`src/rtl/i2c_reg_xfer_seq.sv`:
```
// Wishbone master that runs one single-byte I2C register write or read (repeated start)
// on an EF_I2C slave: clear status, load DATA/CMD, poll for completion, return data and error code.
module i2c_reg_xfer_seq #(
   parameter logic [31:0] BASE       = 32'h0000_0000,
   parameter logic [15:0] STATUS_OFF = 16'h0000,
   parameter logic [15:0] CMD_OFF    = 16'h0004,
   parameter logic [15:0] DATA_OFF   = 16'h0006,
   parameter int          POLL_LIMIT = 1024
) (
   input  logic        clk_i,
   input  logic        rst_i,
   input  logic        req_valid,
   output logic        req_ready,
   input  logic        req_rnw,
   input  logic [6:0]  req_dev,
   input  logic [7:0]  req_reg,
   input  logic [7:0]  req_wdata,
   output logic        rsp_valid,
   output logic [7:0]  rsp_rdata,
   output logic [1:0]  rsp_err,
   output logic [31:0] m_adr_o,
   output logic [31:0] m_dat_o,
   input  logic [31:0] m_dat_i,
   output logic [3:0]  m_sel_o,
   output logic        m_we_o,
   output logic        m_cyc_o,
   output logic        m_stb_o,
   input  logic        m_ack_i
);
   localparam int            CW      = $clog2(POLL_LIMIT + 1);
   localparam logic [CW-1:0] LIMIT_C = CW'(POLL_LIMIT);

   typedef enum logic [3:0] {
      S_IDLE, S_CLR, S_WDAT0, S_WDAT1, S_WCMD, S_RCMD, S_PDATA, S_PSTAT, S_RESP
   } state_t;

   state_t        state_q, state_d;
   logic          rnw_q, rnw_d;
   logic [6:0]    dev_q, dev_d;
   logic [7:0]    reg_q, reg_d, wdata_q, wdata_d, rdata_q, rdata_d;
   logic [CW-1:0] cnt_q, cnt_d, cnt_inc_s;
   logic          phase_q, phase_d;
   logic          cyc_q, cyc_d, we_q, we_d;
   logic [3:0]    sel_q, sel_d;
   logic [31:0]   adr_q, adr_d;
   logic [15:0]   dat_q, dat_d;
   logic          ready_q, ready_d, rsp_valid_q, rsp_valid_d;
   logic [7:0]    rsp_rdata_q, rsp_rdata_d;
   logic [1:0]    rsp_err_q, rsp_err_d, fin_err_s;
   logic          ack_s, acc_en_s, acc_we_s, go_resp_s;
   logic [15:0]   acc_off_s, acc_dat_s;
   logic          unused_s;

   assign unused_s  = ^m_dat_i[31:9];
   assign ack_s     = cyc_q & m_ack_i;
   assign cnt_inc_s = cnt_q + CW'(1);

   // Next-state, request latching, poll evaluation and Wishbone access launch
   always_comb begin
      state_d     = state_q;
      rnw_d       = rnw_q;
      dev_d       = dev_q;
      reg_d       = reg_q;
      wdata_d     = wdata_q;
      rdata_d     = rdata_q;
      cnt_d       = cnt_q;
      phase_d     = phase_q;
      cyc_d       = cyc_q;
      sel_d       = sel_q;
      adr_d       = adr_q;
      dat_d       = dat_q;
      we_d        = we_q;
      ready_d     = ready_q;
      rsp_valid_d = 1'b0;
      rsp_rdata_d = rsp_rdata_q;
      rsp_err_d   = rsp_err_q;
      acc_en_s    = 1'b0;
      acc_we_s    = 1'b0;
      acc_off_s   = STATUS_OFF;
      acc_dat_s   = 16'h0000;
      go_resp_s   = 1'b0;
      fin_err_s   = 2'd0;
      case (state_q)
         S_IDLE: begin
            if (req_valid) begin
               rnw_d   = req_rnw;
               dev_d   = req_dev;
               reg_d   = req_reg;
               wdata_d = req_wdata;
               rdata_d = 8'h00;
               ready_d = 1'b0;
               state_d = S_CLR;
            end else begin
               ready_d = 1'b1;
            end
         end
         S_CLR: begin
            acc_en_s  = 1'b1;
            acc_we_s  = 1'b1;
            acc_dat_s = 16'h0008;
            if (ack_s) state_d = S_WDAT0;
            else       state_d = state_q;
         end
         S_WDAT0: begin
            acc_en_s  = 1'b1;
            acc_we_s  = 1'b1;
            acc_off_s = DATA_OFF;
            acc_dat_s = {6'd0, rnw_q, 1'b0, reg_q};
            if (ack_s) state_d = rnw_q ? S_WCMD : S_WDAT1;
            else       state_d = state_q;
         end
         S_WDAT1: begin
            acc_en_s  = 1'b1;
            acc_we_s  = 1'b1;
            acc_off_s = DATA_OFF;
            acc_dat_s = {6'd0, 1'b1, 1'b0, wdata_q};
            if (ack_s) state_d = S_WCMD;
            else       state_d = state_q;
         end
         S_WCMD: begin
            // A read keeps the bus (no stop) so the following read command is a repeated start
            acc_en_s  = 1'b1;
            acc_we_s  = 1'b1;
            acc_off_s = CMD_OFF;
            acc_dat_s = {3'b000, ~rnw_q, 1'b1, 1'b0, 1'b0, 1'b1, 1'b0, dev_q};
            if (ack_s) begin
               cnt_d   = {CW{1'b0}};
               phase_d = 1'b0;
               state_d = rnw_q ? S_RCMD : S_PSTAT;
            end else begin
               state_d = state_q;
            end
         end
         S_RCMD: begin
            acc_en_s  = 1'b1;
            acc_we_s  = 1'b1;
            acc_off_s = CMD_OFF;
            acc_dat_s = {3'b000, 1'b1, 1'b0, 1'b0, 1'b1, 1'b1, 1'b0, dev_q};
            if (ack_s) begin
               cnt_d   = {CW{1'b0}};
               phase_d = 1'b0;
               state_d = S_PDATA;
            end else begin
               state_d = state_q;
            end
         end
         S_PDATA: begin
            // Alternate DATA and STATUS reads so a NACKed read cannot hang waiting for valid
            acc_en_s  = 1'b1;
            acc_off_s = phase_q ? STATUS_OFF : DATA_OFF;
            if (ack_s) begin
               cnt_d   = cnt_inc_s;
               phase_d = ~phase_q;
               if (!phase_q && m_dat_i[8]) begin
                  rdata_d = m_dat_i[7:0];
                  cnt_d   = {CW{1'b0}};
                  phase_d = 1'b0;
                  state_d = S_PSTAT;
               end else if (phase_q && !m_dat_i[0] && m_dat_i[3]) begin
                  go_resp_s = 1'b1;
                  fin_err_s = 2'd1;
               end else if (cnt_inc_s >= LIMIT_C) begin
                  go_resp_s = 1'b1;
                  fin_err_s = 2'd2;
               end else begin
                  state_d = state_q;
               end
            end else begin
               state_d = state_q;
            end
         end
         S_PSTAT: begin
            acc_en_s  = 1'b1;
            acc_off_s = STATUS_OFF;
            if (ack_s) begin
               cnt_d = cnt_inc_s;
               if (!m_dat_i[0]) begin
                  go_resp_s = 1'b1;
                  fin_err_s = m_dat_i[3] ? 2'd1 : 2'd0;
               end else if (cnt_inc_s >= LIMIT_C) begin
                  go_resp_s = 1'b1;
                  fin_err_s = 2'd2;
               end else begin
                  state_d = state_q;
               end
            end else begin
               state_d = state_q;
            end
         end
         S_RESP: begin
            state_d = S_IDLE;
            ready_d = 1'b1;
         end
         default: begin
            state_d = S_IDLE;
         end
      endcase

      if (go_resp_s) begin
         state_d     = S_RESP;
         rsp_valid_d = 1'b1;
         rsp_err_d   = fin_err_s;
         rsp_rdata_d = (fin_err_s == 2'd0) ? rdata_q : 8'h00;
      end else begin
         rsp_valid_d = 1'b0;
      end

      // A fresh access only starts from an idle bus, which forces one dead cycle after each ack
      if (acc_en_s && !cyc_q) begin
         cyc_d = 1'b1;
         sel_d = 4'b0011;
         adr_d = BASE + {16'h0000, acc_off_s};
         dat_d = acc_dat_s;
         we_d  = acc_we_s;
      end else if (ack_s) begin
         cyc_d = 1'b0;
         sel_d = 4'b0000;
      end else begin
         cyc_d = cyc_q;
      end
   end

   // State and output registers
   always_ff @(posedge clk_i or posedge rst_i) begin
      if (rst_i) begin
         state_q     <= S_IDLE;
         rnw_q       <= 1'b0;
         dev_q       <= 7'd0;
         reg_q       <= 8'h00;
         wdata_q     <= 8'h00;
         rdata_q     <= 8'h00;
         cnt_q       <= {CW{1'b0}};
         phase_q     <= 1'b0;
         cyc_q       <= 1'b0;
         sel_q       <= 4'b0000;
         adr_q       <= 32'h0000_0000;
         dat_q       <= 16'h0000;
         we_q        <= 1'b0;
         ready_q     <= 1'b1;
         rsp_valid_q <= 1'b0;
         rsp_rdata_q <= 8'h00;
         rsp_err_q   <= 2'd0;
      end else begin
         state_q     <= state_d;
         rnw_q       <= rnw_d;
         dev_q       <= dev_d;
         reg_q       <= reg_d;
         wdata_q     <= wdata_d;
         rdata_q     <= rdata_d;
         cnt_q       <= cnt_d;
         phase_q     <= phase_d;
         cyc_q       <= cyc_d;
         sel_q       <= sel_d;
         adr_q       <= adr_d;
         dat_q       <= dat_d;
         we_q        <= we_d;
         ready_q     <= ready_d;
         rsp_valid_q <= rsp_valid_d;
         rsp_rdata_q <= rsp_rdata_d;
         rsp_err_q   <= rsp_err_d;
      end
   end

   assign req_ready = ready_q;
   assign rsp_valid = rsp_valid_q;
   assign rsp_rdata = rsp_rdata_q;
   assign rsp_err   = rsp_err_q;
   assign m_adr_o   = adr_q;
   assign m_dat_o   = {16'h0000, dat_q};
   assign m_sel_o   = sel_q;
   assign m_we_o    = we_q;
   assign m_cyc_o   = cyc_q;
   assign m_stb_o   = cyc_q;
endmodule

```
`config.mk`:
```
export PLATFORM = sky130hd
export DESIGN_NAME = i2c_reg_xfer_seq
export DESIGN_NICKNAME = d
export VERILOG_FILES = /design/src/rtl/i2c_reg_xfer_seq.sv
export SDC_FILE = /design/constraint.sdc
export NUM_CORES = 1
export LEC_CHECK = 0
export BUFFER_PORTS_ARGS = -buffer_cell sky130_fd_sc_hd__buf_4
export CAP_MARGIN = 30
export CORE_MARGIN = 4
export CORE_UTILIZATION = 30
export DETAILED_ROUTE_END_ITERATION = 12
export PLACE_DENSITY = 0.52
export SYNTH_ARGS = -nofsm -noshare
export SYNTH_HDL_FRONTEND = slang
export SYNTH_SLANG_ARGS = --single-unit
```
`constraint.sdc`:
```
create_clock -name clk_i -period 2.85 [get_ports clk_i]
set_input_delay 0.57 -clock clk_i [delete_from_list [all_inputs] [get_ports clk_i]]
set_output_delay 0.57 -clock clk_i [all_outputs]
set_load 0.1 [all_outputs]
```
==> results.cfg <==
[cells_and_area]
multiInputGateArea_um2 = 1660
layout_common_cells = 77 x buf_4, 75 x dfrtp_1, 57 x nand2_1
n_fill_cell = 1282
area_growth_syn_to_layout_pct = 21.3
nets = 537
seqCellArea_um2 = 1900
final_common_cell = buf_4
n_antenna_cell = 0
design_area_um2 = 4730
layout-drive-gt1-share_pct = 26.6
final_core_util_pct = 37.4

[floorplanning]
coreArea_um2 = 12700
io_pins = 143
die_area_um2 = 14900
fp.dieW_um = 122
start_util_pct = 30.8
rows = 41
dieHeight_um = 122

[logic_synthesis]
yosys.cell_types.count = 46
syn_avg_cell_area_um2 = 9.62
syn-cell-area_um2 = 3900
ys_seq_area_share_pct = 48.8
synth_ff_type = dfrtp_1
async_reset_ff_share_pct = 100
yosysWarningCount = 0
yosys_register_bits = 76
synth-edff-count = 0
syn_inst = 406

[setup_path]
cp.arrival_ns = 2.69
worstPathCellList = ha_1 > nand3_1 > or4_1 > and2_4 > o2bb2ai_2 > or2_1 > inv_1 > mux2_2
critPathKind = flip-flop to flip-flop
startpoint_type = flip-flop
cp.required_ns = 3.07
slowest_stage = or4_1
cpPeakStageDelay_ns = 0.52
cp-end-kind = flip-flop
cp_max_fo = 10

[routing]
wl_mm = 8.73
dr.first_iter.drc_count = 123
ant_nets = 0
vias = 2885
remaining_drc_errors = 0
avgViaCountPerCell = 4.42
firstDrtPassIters = 5
wire_per_inst_um = 13.4

[power]
power_uw = 6020
leakage_uw = 0.00222
power_density_nw_per_um2 = 1270
ir_drop_uv = 479

[global_route]
grt_max_degree = 51
antenna_found_initial = 0
overflow = 0
track_usage_pct = 12.1
grt_pass1_vias = 2818
grt_first_pass_wirelength_mm = 14.2

[timing]
worst-slew-pin-transition_ns = 0.646
fmax_mhz = 405
setup_tns_ns = 0
finClkSkew_ns = 0.00869
fin_crit_ns = 2.47
worst_slack_ns = 0.380
finalHoldViolations = 0
finalSetupViolCount = 0
relSlewSlack_pct = 57.0
rsz0062_at_grt = no
report.final.slew_viol_count = 0
timing.final.crit_share_pct = 86.7

[placement]
hpwl_mm = 6.43
io_buffers = 67
dp_slack_ns = 0.387
globalplace.congestion = 0.768
place_area_um2 = 4430

[clock_tree]
hold_buffers = 0
cts_tree = yes
post-cts-setup-buffers = 0
post_cts_resized = 0
clk_pin_slew_worst_paths_ns = 0.06
h-tree-depth = 3
cts_made_buffers = 9
clk_latency_ns = 0.34
clock-root-buffer = clkbuf_16
cts.sinks = 76
clock_path_buffers = 2

[min_path]
hold_class = input pin to asynchronous set/reset pin

[status]
status = finished, final reports clean

[job]
drv_cap = 0
==> kinds of logic after synthesis <==
logic type,synth area share [%]
flip-flops,48.8
multiplexers,9.84
other,0.0961
AO/OA/AOI/OAI,13.7
adder cells (fa/ha/maj),0.320
XOR/XNOR,0.673
AND/OR/NAND/NOR,12.9
buffers and inverters,13.7
==> through the flow <==
| stage | hold slack (ns) | std cells |
|---|---|---|
| after detailed placement | 0.470 | 637 |
| final | 0.321 | 653 |
| after global routing | 0.366 | 653 |
| after CTS | 0.337 | 653 |
| after floorplan | 0.450 | 457 |
| after global placement | 0.463 | 636 |
==> area by class of cell <==
type,count,share of cell area (%)
multi-input cells,296,35.1
flip-flops and latches,76,40.2
well taps,172,4.55
inverters,15,1.19
repair buffers,78,12.6
clock buffers,9,4.76
clock inverters,7,1.61
==> synth_stat cells (2+ instances only) <==
cell type / number / area [um^2]
and3_1: 4 / 25.0
buf_2: 2 / 10.0
mux2_2: 27 / 304
nor2_1: 28 / 105
a31oi_1: 2 / 12.5
buf_1: 3 / 11.3
clkbuf_1: 9 / 33.8
nor3_1: 3 / 15.0
a21oi_1: 22 / 110
xnor2_1: 2 / 17.5
nor2b_1: 3 / 18.8
a22oi_1: 2 / 15.0
o31ai_1: 13 / 97.6
nand3_1: 6 / 30.0
mux2i_1: 8 / 80.1
inv_1: 15 / 56.3
buf_4: 55 / 413
nand2_1: 57 / 214
o21ai_0: 41 / 205
nand2b_1: 3 / 18.8
dfrtp_1: 75 / 1880
o22ai_1: 2 / 12.5
==> worst paths after layout <==
kind | from | slack [ns] | to | cells after the start
min in group clk_i | req_rnw | 0.44 | rnw_q | 3
worst max-delay path | cnt_q[0] | 0.38 | rsp_err[0] | 8
worst min register to register | rdata_q[1] | 0.48 | rdata_q[1] | 2
worst max register to register | cnt_q[0] | 0.38 | rsp_err[0] | 8
max in group asynchronous | rst_i | 1.82 | req_ready | 3
worst min-delay path | rst_i | 0.32 | rdata_q[6] | 2
==> power breakdown <==
part	total (uW)	internal [uW]	switching, uW
logic	3130	821	2310
clock network	1140	682	459
registers	1750	1470	281
==> worst max-delay path, delay by kind of cell, from the launching register on <==
kind	cells	cell delay, ns
buf+inv	1	0.08
compound gates	1	0.19
simple gates	4	1.15
mux	1	0.32
fa+ha+maj	1	0.22
flops	1	0.38
==> routing by layer <==
layer,up-vias,wire [um],track usage [%]
met5,-,0,0
met1,1368,3810,15.0
met3,11,648,4.46
met2,87,4140,19.5
li1,1419,-,-
met4,0,126,4.20
==> registers in the layout, summed over array words and instances (netlist names), 4 cells and up <==
register	flops
cnt_q	11
dat_q	12
dev_q	7
rdata_q	8
reg_q	8
rsp_rdata	8
state_q	4
wdata_q	8
(Power assumes the default switching activity.)
